### src/rtl/display_timing_480p.sv
// 640x480p60 video timing generator in the pixel clock domain.
// Idles until the PLL reports lock and drops back to idle whenever lock is lost.
module display_timing_480p #(
  parameter int   H_RES  = 640,
  parameter int   H_FP   = 16,
  parameter int   H_SYNC = 96,
  parameter int   H_BP   = 48,
  parameter int   V_RES  = 480,
  parameter int   V_FP   = 10,
  parameter int   V_SYNC = 2,
  parameter int   V_BP   = 33,
  parameter logic H_POL  = 1'b0,
  parameter logic V_POL  = 1'b0,
  parameter int   CORDW  = 10
) (
  input  logic             clk_pix,
  input  logic             rst_n,
  input  logic             clk_locked,
  output logic [CORDW-1:0] sx,
  output logic [CORDW-1:0] sy,
  output logic             hsync,
  output logic             vsync,
  output logic             de,
  output logic             line,
  output logic             frame,
  output logic [15:0]      frame_count
);

  localparam int H_TOTAL = H_RES + H_FP + H_SYNC + H_BP;
  localparam int V_TOTAL = V_RES + V_FP + V_SYNC + V_BP;

  localparam logic [CORDW-1:0] H_LAST = CORDW'(H_TOTAL - 1);
  localparam logic [CORDW-1:0] V_LAST = CORDW'(V_TOTAL - 1);
  localparam logic [CORDW-1:0] H_ACT  = CORDW'(H_RES);
  localparam logic [CORDW-1:0] V_ACT  = CORDW'(V_RES);
  localparam logic [CORDW-1:0] HS_BEG = CORDW'(H_RES + H_FP);
  localparam logic [CORDW-1:0] HS_END = CORDW'(H_RES + H_FP + H_SYNC);
  localparam logic [CORDW-1:0] VS_BEG = CORDW'(V_RES + V_FP);
  localparam logic [CORDW-1:0] VS_END = CORDW'(V_RES + V_FP + V_SYNC);

  typedef enum logic {
    ST_IDLE = 1'b0,
    ST_RUN  = 1'b1
  } state_t;

  state_t           state_q, state_d;
  logic             live_q, live_d;
  logic [CORDW-1:0] sx_q, sx_d;
  logic [CORDW-1:0] sy_q, sy_d;
  logic             hsync_q, hsync_d;
  logic             vsync_q, vsync_d;
  logic             de_q, de_d;
  logic             line_q, line_d;
  logic             frame_q, frame_d;
  logic [15:0]      frame_count_q, frame_count_d;

  // Position sequencing: live_q separates the lock-sampling RUN cycle from the first displayed pixel
  always_comb begin
    state_d       = state_q;
    live_d        = 1'b0;
    sx_d          = '0;
    sy_d          = '0;
    frame_count_d = frame_count_q;
    case (state_q)
      ST_IDLE: begin
        if (clk_locked) begin
          state_d = ST_RUN;
        end else begin
          state_d = ST_IDLE;
        end
      end
      ST_RUN: begin
        if (!clk_locked) begin
          state_d = ST_IDLE;
        end else if (!live_q) begin
          live_d        = 1'b1;
          frame_count_d = frame_count_q + 16'd1;
        end else begin
          live_d = 1'b1;
          if (sx_q == H_LAST) begin
            if (sy_q == V_LAST) begin
              frame_count_d = frame_count_q + 16'd1;
            end else begin
              sy_d = sy_q + CORDW'(1);
            end
          end else begin
            sx_d = sx_q + CORDW'(1);
            sy_d = sy_q;
          end
        end
      end
      default: begin
        state_d = ST_IDLE;
      end
    endcase
  end

  // Decode the strobes from the next position so they register alongside it
  always_comb begin
    hsync_d = ~H_POL;
    vsync_d = ~V_POL;
    de_d    = 1'b0;
    line_d  = 1'b0;
    frame_d = 1'b0;
    if (live_d) begin
      hsync_d = ((sx_d >= HS_BEG) && (sx_d < HS_END)) ? H_POL : ~H_POL;
      vsync_d = ((sy_d >= VS_BEG) && (sy_d < VS_END)) ? V_POL : ~V_POL;
      de_d    = (sx_d < H_ACT) && (sy_d < V_ACT);
      line_d  = (sx_d == '0);
      frame_d = (sx_d == '0) && (sy_d == '0);
    end else begin
      hsync_d = ~H_POL;
      vsync_d = ~V_POL;
    end
  end

  // State and output registers
  always_ff @(posedge clk_pix or negedge rst_n) begin
    if (!rst_n) begin
      state_q       <= ST_IDLE;
      live_q        <= 1'b0;
      sx_q          <= '0;
      sy_q          <= '0;
      hsync_q       <= ~H_POL;
      vsync_q       <= ~V_POL;
      de_q          <= 1'b0;
      line_q        <= 1'b0;
      frame_q       <= 1'b0;
      frame_count_q <= 16'd0;
    end else begin
      state_q       <= state_d;
      live_q        <= live_d;
      sx_q          <= sx_d;
      sy_q          <= sy_d;
      hsync_q       <= hsync_d;
      vsync_q       <= vsync_d;
      de_q          <= de_d;
      line_q        <= line_d;
      frame_q       <= frame_d;
      frame_count_q <= frame_count_d;
    end
  end

  assign sx          = sx_q;
  assign sy          = sy_q;
  assign hsync       = hsync_q;
  assign vsync       = vsync_q;
  assign de          = de_q;
  assign line        = line_q;
  assign frame       = frame_q;
  assign frame_count = frame_count_q;

endmodule
### config.mk
export PLATFORM = sky130hd
export DESIGN_NAME = display_timing_480p
export DESIGN_NICKNAME = d
export VERILOG_FILES = /design/src/rtl/display_timing_480p.sv
export SDC_FILE = /design/constraint.sdc
export NUM_CORES = 1
export LEC_CHECK = 0
export CORE_MARGIN = 3
export CORE_UTILIZATION = 49
export CTS_BUF_LIST = sky130_fd_sc_hd__clkbuf_8
export DETAILED_ROUTE_END_ITERATION = 10
export GPL_TIMING_DRIVEN = 0
export PLACE_DENSITY = 0.76
export SETUP_SLACK_MARGIN = 0.4
export SLEW_MARGIN = 30
export SYNTH_ARGS = -nofsm -noshare
export SYNTH_HDL_FRONTEND = slang
export SYNTH_SLANG_ARGS = --single-unit
### constraint.sdc
create_clock -name clk_pix -period 2.8 [get_ports clk_pix]
set_input_delay 0.56 -clock clk_pix [delete_from_list [all_inputs] [get_ports clk_pix]]
set_output_delay 0.56 -clock clk_pix [all_outputs]
set_load 0.005 [all_outputs]
After elaboration in Yosys (flattened, before gate mapping) --
Index checks and enable logic that the tools add are counted. Widths: inputs -> output; s select.
Word-level totals: register bits 43, bits of input ports 3, output and inout bits 41
Cells by class: magnitude comparators 6, reduce and logical (&&, ||, !) cells 7, add/sub/neg operators 3, muxes and demuxes 21, equal/unequal tests 4
Operators with widths (count):
- $mux 10 | 9
- $mux 16 | 3
- $add 10x1->10 const B | 2
- $eq 10x10->1 const B | 2
- $logic_not 10->1 | 2
- $lt 10x10->1 const B | 2
- $lt 10x9->1 const B | 2
- $add 16x1->16 const B | 1
- $ge 10x10->1 const B | 1
- $ge 10x9->1 const B | 1
- $mux 1 | 9
- $logic_and 1x1->1 | 4
- $ne 2x1->1 const B | 2
- $reduce_and 4->1 | 1

Longest topological paths before layout --
word-level depth 10, mapped depth 10, mapped depth without buffers 8

Least setup slack after synthesis --
No wires, ideal clock.
path type reg2reg, from reg sx_q[0] (netlist: sx[0]), to reg frame_q (netlist: frame), required time 2.705 ns, setup time 0.095 ns, period minus slack after synthesis 2.637 ns, cell stages (with the launch flop) 9, buffers on the path 1, arrival time 2.542 ns, slack 0.163 ns, path through dfrtp_1 -> ha_1 -> nand4_1 -> or3_1 -> buf_6 -> or4_4 -> xnor2_2 -> nor2_2 -> nor4b_2
On the way: longest elaborated chain between the ends 8
Ends and longest elaborated chain:
- start: declaration | RTL line 48 | logic [CORDW-1:0] sx_q, sx_d;
- start signal: assignment | RTL line 122 | sx_q <= '0;
- start signal: assignment | RTL line 133 | sx_q <= sx_d;
- $eq 10x10->1 | RTL line 80 | if (sx_q == H_LAST) begin
- $mux 10 | RTL line 80
- $mux 10 | RTL line 75 | end else if (!live_q) begin
- $mux 10 | RTL line 73 | if (!clk_locked) begin
- $mux 10 | RTL line 64 | case (state_q)
- named net sy_d[9] | RTL line 49 | logic [CORDW-1:0] sy_q, sy_d;
- $logic_not 10->1 | RTL line 110 | frame_d = (sx_d == '0) && (sy_d == '0);
- $logic_and 1x1->1 | RTL line 110
- $mux 1 | RTL line 105 | if (live_d) begin
- named net frame_d | RTL line 54 | logic frame_q, frame_d;
- end signal: assignment | RTL line 139 | frame_q <= frame_d;
- end: declaration | RTL line 54
The timed path passes the listed nets, and every way through them passes these cells. A chain may end at the register's enable or synchronous reset.

Worst setup path after layout --
from reg sx_q[6] (netlist: sx[6]), to reg frame_count_q[15] (netlist: frame_count[15])
On the way: longest elaborated chain between the ends 3
Ends and longest elaborated chain:
- $eq 10x10->1 | RTL line 80
- $ne 2x1->1 (no line)
- $reduce_and 4->1 (no line)
- end signal: assignment | RTL line 140 | frame_count_q <= frame_count_d;
- end: declaration | RTL line 55 | logic [15:0] frame_count_q, frame_count_d;
No other way between the ends.

==> impl_results.md <==
- Outcome: completed
- FF-to-FF End: frame_count[15]
- Clk network pwr share: 38.6%
- Clk_lat worst skew: approximately 0.30 ns
- Area growth syn-to-layout: 39.1%
- Nets: 340
- Num ports: 44
- Hold Crit Class: in2async
- Reg2reg setup slack: 0.21 ns
- Power consumption: between 1 and 1.5 mW
- DRC errors left: 0
- P_sw: roughly 0.35 mW
- Die height: 77.2 um
- Initial DRC count: between 200 and 300
- FFs w/ async S/R, synth: 100%
- Vias in the first global route: 2,153
- Proportion of layout cells with a drive suffix above 1: between 20% and 30%
- DP Worst Slack: -0.150 ns
- Highest metal used: met4
- Final setup violation count: 0
- Layout Cells excl Fill: ~400
- Grt total ovfl: 0
- PwrDens: about 430 nW/um^2
- Seq/Total Area, Yosys: 43.4%
- CP startpoint: sx[6]
- Final WS setup: about 0.21 ns
- Htree depth: 2
- Met2 wire len: 3070 um
- Dpl hpwl: ~4200 um
- IO Port Bufs: 43
- Most frequent cells after synthesis: dfrtp_1 (41), nor2_1 (32), nand2_1 (22), xnor2_1 (19), nand3_1 (16)
- Met3 WL: around 440 um
- Die W: 77.2 um
- Rows: 25
- Internal power: 1.13 mW
- Reg power frac: roughly half
- Initial DRT Pass Iterations: 5
- Slowest Stage Delay on Critical Path: just under 0.4 ns
- Syn Area/Cell: between 9 and 10 sq um
- Post-synth EDFFs: 0
- Yosys warnings: 0
- Crit path cell chain: buf_6 > or3_4 > buf_6 > or3_4 > buf_6 > o21a_4 > or3_4 > buf_12 > nor3_4 > xor2_1
- Sw frac: 23.7%
- Period utilization: between 90% and 100%
- Top-area cell type share of the netlist area: around 41%
- Via count: about 2.3k
- # hold bufs at CTS: 0
- Fin crit period: 2.59 ns
- Fmax achieved: around 0.39 GHz
- Hold Vio Cnt, Final: 0
- Worst EP required: 3.02 ns
- R2r startpoint: sx[6]
- Slew @ Worst Pin: ~0.57 ns
- Critical Path Source Type: register
- Count leader, synth: dfrtp_1
- CTS tree: done
- Count of cell types in the netlist: 49
- Final design utilization: 71.7%
- Total wire length: ~6300 um
- P_leak: roughly 1.3 nW
- Synth Cell Area: about 2500 sq um
- Routability Congestion: about 0.87
- Area contributors post-synth: dfrtp_1 (41%), xnor2_1 (6.7%), nor2_1 (4.8%), xor2_1 (4.6%), nand2_1 (3.3%)
- Die area: approximately 6000 sq um
- Max IR drop VDD: 0.496 mV
- RSZ-0062 raised after global routing: yes
- Post-synth top area cell: dfrtp_1
- CTS Buf Count: 5
- Critical path type: reg2reg
- Max-slew violation count: 0
- MaxCap Viol Count: 0
- Slowest cell on the critical path: dfrtp_1
- Largest net degree at the start of global routing: 24
- #FFs+latches synth: 43
- Reg2reg path depth: 10
- DR WL/cell: around 16 um
- Clock sink count: 43
- Root buf cell: clkbuf_8
- Initial core utilization: 51.5%
- Critical path endpoint category: register
- Slew headroom: about 62%
- Mapped Cells: ~270
- Clock Skew: 0.00843 ns
- Max Fanout on Critical Path: 7
- Total global-route track usage: approximately a fifth
- Syn_nets: approximately 280
- Initial antenna violation count: 0
- Vias per Instance: approximately 5.6
- Ys flop type: dfrtp_1
- Inserted Diodes: 0
- Comb pwr share: between 10% and 20%
- DRT antenna net count: 0
- Max clock buf depth: 2
- Core area: 4820 sq um
- Placed Cells: 379
- Clock transition at the registers of the reported paths: roughly 0.09 ns
- M1 wire length: about 2700 um
- Setup_tns: 0 ns
- First-pass GRT wire length: roughly 10,000 um
- CP arrival: between 2 and 3 ns
==> layer usage <==
layer  vias to the layer above  track usage, %
li1                       1080               -
met1                      1070            28.9
met2                       105            34.5
met3                         7            4.81
met4                         0            5.16
met5                         -               0
==> cell usage in the layout (no fill, tap or decap), drive strengths merged, types with 12 or more instances in the layout <==
| cell type | Yosys | routed |
|---|---|---|
| clkdlybuf4s50 | 0 | 42 |
| dfrtp | 41 | 41 |
| nor2 | 33 | 33 |
| buf | 7 | 24 |
| nand2 | 22 | 22 |
| xnor2 | 20 | 20 |
| nand3 | 16 | 16 |
| clkbuf | 10 | 14 |
| xor2 | 13 | 13 |
| nand4 | 12 | 12 |
==> worst max-delay path: cells and delay by family (launching register included) <==
kind / cells / cell delay (ns)
xor+xnor: 1 / 0.17
compound gates: 1 / 0.21
flops: 1 / 0.39
simple gates: 4 / 1.16
buf+inv: 4 / 0.56
==> final cells by class <==
| class | count | area, sq um |
|---|---|---|
| clock inverters | 3 | 63.8 |
| flip-flops and latches | 43 | 1080 |
| plain buffers | 17 | 116 |
| repair buffers | 58 | 571 |
| inverters | 6 | 22.5 |
| clock buffers | 5 | 68.8 |
| well taps | 67 | 83.8 |
| multi-input cells | 202 | 1450 |
| fillers | 381 | 1370 |
==> worst max-delay path by stage <==
stage                       to  slack [ns]  cells past startpoint
2_1_floorplan            frame        0.34                      9
3_3_place_gp             sx[1]       -0.15                      1
3_5_place_dp             frame       -0.15                      8
4_1_cts         frame_count[9]        0.27                     10
5_1_grt        frame_count[15]        0.14                     10
6_report       frame_count[15]        0.21                     10
==> flip-flops by register name, summed over array words and instances (netlist names) <==
register / count
vsync: 1
live_q: 1
state_q: 1
de: 1
line: 1
frame_count: 16
frame: 1
hsync: 1
sy: 10
sx: 10
==> power groups by stage <==
stage | Combinational (mW) | Sequential, mW | Clock, mW
4_1_cts | 0.189 | 0.716 | 0.584
6_report | 0.195 | 0.716 | 0.573
3_3_place_gp | 0.172 | 0.726 | 0
2_1_floorplan | 0.0656 | 0.720 | 0
3_5_place_dp | 0.181 | 0.726 | 0
5_1_grt | 0.212 | 0.724 | 0.604
==> stage by stage <==
step           hold WS, ns  area, sq um
6_report             0.246         3450
5_1_grt              0.280         3450
4_1_cts              0.262         3300
3_5_place_dp         0.475         3040
3_3_place_gp         0.467         3020
2_1_floorplan        0.264         2500
==> logic make-up (layout without fill, tap and decap cells) <==
logic type / after synthesis / after routing / synth area share (%)
buffers and inverters: 23 / 89 / 4.59
DFF: 43 / 43 / 43.4
AOI/OAI and AO/OA: 37 / 37 / 9.83
and+or+nand+nor: 125 / 125 / 26.8
adders and majority gates: 4 / 4 / 2.02
xor gates and xnor gates: 33 / 33 / 11.9
muxes: 3 / 3 / 1.36
==> timing repair <==
item                                    CTS  global route
endpoints found under the hold margin     0             0
pin swaps                                 5             1
buffers inserted                          7             7
resized for setup                        21            18
endpoints found under the setup margin   29            20
Power figures use the tool's default switching activity.
==> RTL change: new RTL, config.mk and constraints unchanged <==
The parameter `CORDW` goes from 10 to 11.
--- a/src/rtl/display_timing_480p.sv
+++ b/src/rtl/display_timing_480p.sv
@@ -11,7 +11,7 @@
   parameter int   V_BP   = 33,
   parameter logic H_POL  = 1'b0,
   parameter logic V_POL  = 1'b0,
-  parameter int   CORDW  = 10
+  parameter int   CORDW  = 11
 ) (
   input  logic             clk_pix,
   input  logic             rst_n,
Interface: changed (resized sx and sy); port bits go from 44 to 46. The function was not compared with the original's and may differ.
==> RTL change against the original RTL <==
Area after synthesis is 0.86% lower; worst hold slack worse by 0.0046 ns; design area decreased by 4.2%; worst setup slack worse by 0.020 ns; core utilization fell by 2.6 points; total power is 2.5% lower; routed wire length down 3.0%; clock power decreased by 20%; sequential cell count rose by 2; fmax fell by 0.75%; critical endpoint is now frame; largest cell class unchanged.
==> RTL change: results (changes against the original RTL) <==
| Metric | Value |
|---|---|
| Synth Net Count | 258 (-6.2%) |
| GP Congestion | 0.843 (-3.4%) |
| Max Clock Skew | 0.00854 ns (+0.000103 ns) |
| Initial DRC count | 135 (-50%) |
| Status | completed |
| Worst-Margin Slew | 0.597 ns (+0.0294 ns) |
| Grt met2 use | 0.332 (-0.0127) |
| DRT Wirelength | 6060 microns (-3.0%) |
| Top cells by area, synth | dfrtp_1 (44%), xor2_1 (6.8%), xnor2_1 (5.0%) |
| Post-Layout Cell Count | 376 (-6.2%) |
| Crit-path max cell delay | 0.52 ns (+0.13 ns) |
| Number of port buffers | 45 (+4.7%) |
| Setup WS pre-CTS | -0.0933 ns (+0.0572 ns) |
| Layout cells sized above 1 | 0.175 (-0.0258) |
| Slowest CP cell | or4_4 |
| Total Nets Final | 315 (-7.4%) |
| Peak supply drop | 0.000496 V (about the same) |
| Via count | 2144 (-5.2%) |
| Worst Path Max Fanout | 8 (+1) |
| Placed instance count | 363 (-4.2%) |
| Synth Instances | 251 (-6.3%) |
| Post-synth top cells | dfrtp_1 (43), nor2_1 (22), xor2_1 (19), nand2_1 (17), xnor2_1 (14) |
| Critical path data arrival time | 2.85 ns (+0.04 ns) |
| GRT Total Usage | 0.199 (-0.0141) |
| Grt met1 use | 0.259 (-0.0307) |
| Largest net degree at the start of global routing | 46 (+92%) |
| Vias in the first global route | 2028 (-5.8%) |
| Hpwl dp | 3900 microns (-6.4%) |
| Wire length of the first global-routing pass | 9560 microns (-7.1%) |
| Cell Int Power | 1.03 mW (-8.6%) |
| Leak pwr | 1.36 nW (+0.57%) |
RTL change: cell types whose count changed after synthesis, moves of 3 or more:
cell,before,now
nand2b_1,4,1
nor3_1,7,12
xnor2_1,19,14
inv_1,6,9
nor2_1,32,22
buf_2,4,1
xor2_1,13,19
o21ai_0,9,5
nor4_1,3,8
nand3_1,16,12
nand2_1,22,17
and3_1,8,5
RTL change: worst paths after layout:
path,slack (ns),to,depth (start not counted),startpoint
worst max-delay path,0.19,frame,7,sx[6]
worst min-delay path,0.24,sy[3],1,rst_n
worst max register to register,0.19,frame,7,sx[6]
worst min register to register,0.48,frame_count[15],1,frame_count[15]
max in group asynchronous,2.14,sx[6],1,rst_n
min in group clk_pix,0.48,frame_count[15],1,frame_count[15]
RTL change: cell families after synthesis:
group	share of synthesized area
AOI/OAI and AO/OA	0.0803
xor gates and xnor gates	0.117
adders and majority gates	0.0203
buffers and inverters	0.0478
DFF	0.459
muxes	0.00915
and+or+nand+nor	0.266
RTL change: layout make-up:
class                   instances  area [sq um]
fillers                       364          1480
multi-input cells             181          1370
flip-flops and latches         45          1130
repair buffers                 50           498
clock buffers                   7          96.3
plain buffers                  16          88.8
well taps                      67          83.8
inverters                       9          33.8
clock inverters                 1          8.76
RTL change: layer usage:
layer | wire length, microns | part of all wire
met2 | 3100 | 0.51
met3 | 331 | 0.055
met1 | 2540 | 0.42
met5 | 0 | 0
met4 | 91 | 0.015
RTL change: power by group through the flow:
stage	sequential, mW	combinational (mW)	clock, mW
2_1_floorplan	0.746	0.0920	0
3_3_place_gp	0.752	0.205	0
3_5_place_dp	0.754	0.214	0
4_1_cts	0.744	0.220	0.468
5_1_grt	0.750	0.267	0.498
6_report	0.745	0.246	0.456
RTL change: metrics by stage:
stage | instance area (sq um) | hold WS, ns
detailed placement | 2990 | 0.457
global placement | 3000 | 0.467
finish | 3310 | 0.242
floorplan | 2460 | 0.264
CTS | 3220 | 0.271
global route | 3310 | 0.277
RTL change: worst max-delay path, delay by kind of cell (launching register included):
| family | cells | cell delay, ns |
|---|---|---|
| compound gates | 2 | 0.41 |
| mux | 1 | 0.29 |
| simple gates | 3 | 1.24 |
| flops | 1 | 0.46 |
| buf+inv | 1 | 0.16 |
RTL change: timing repair:
| action | CTS | global route |
|---|---|---|
| pin swaps | 5 | 3 |
| endpoints found under the setup margin | 28 | 15 |
| gates resized for setup | 14 | 18 |
| setup buffers | 3 | 2 |
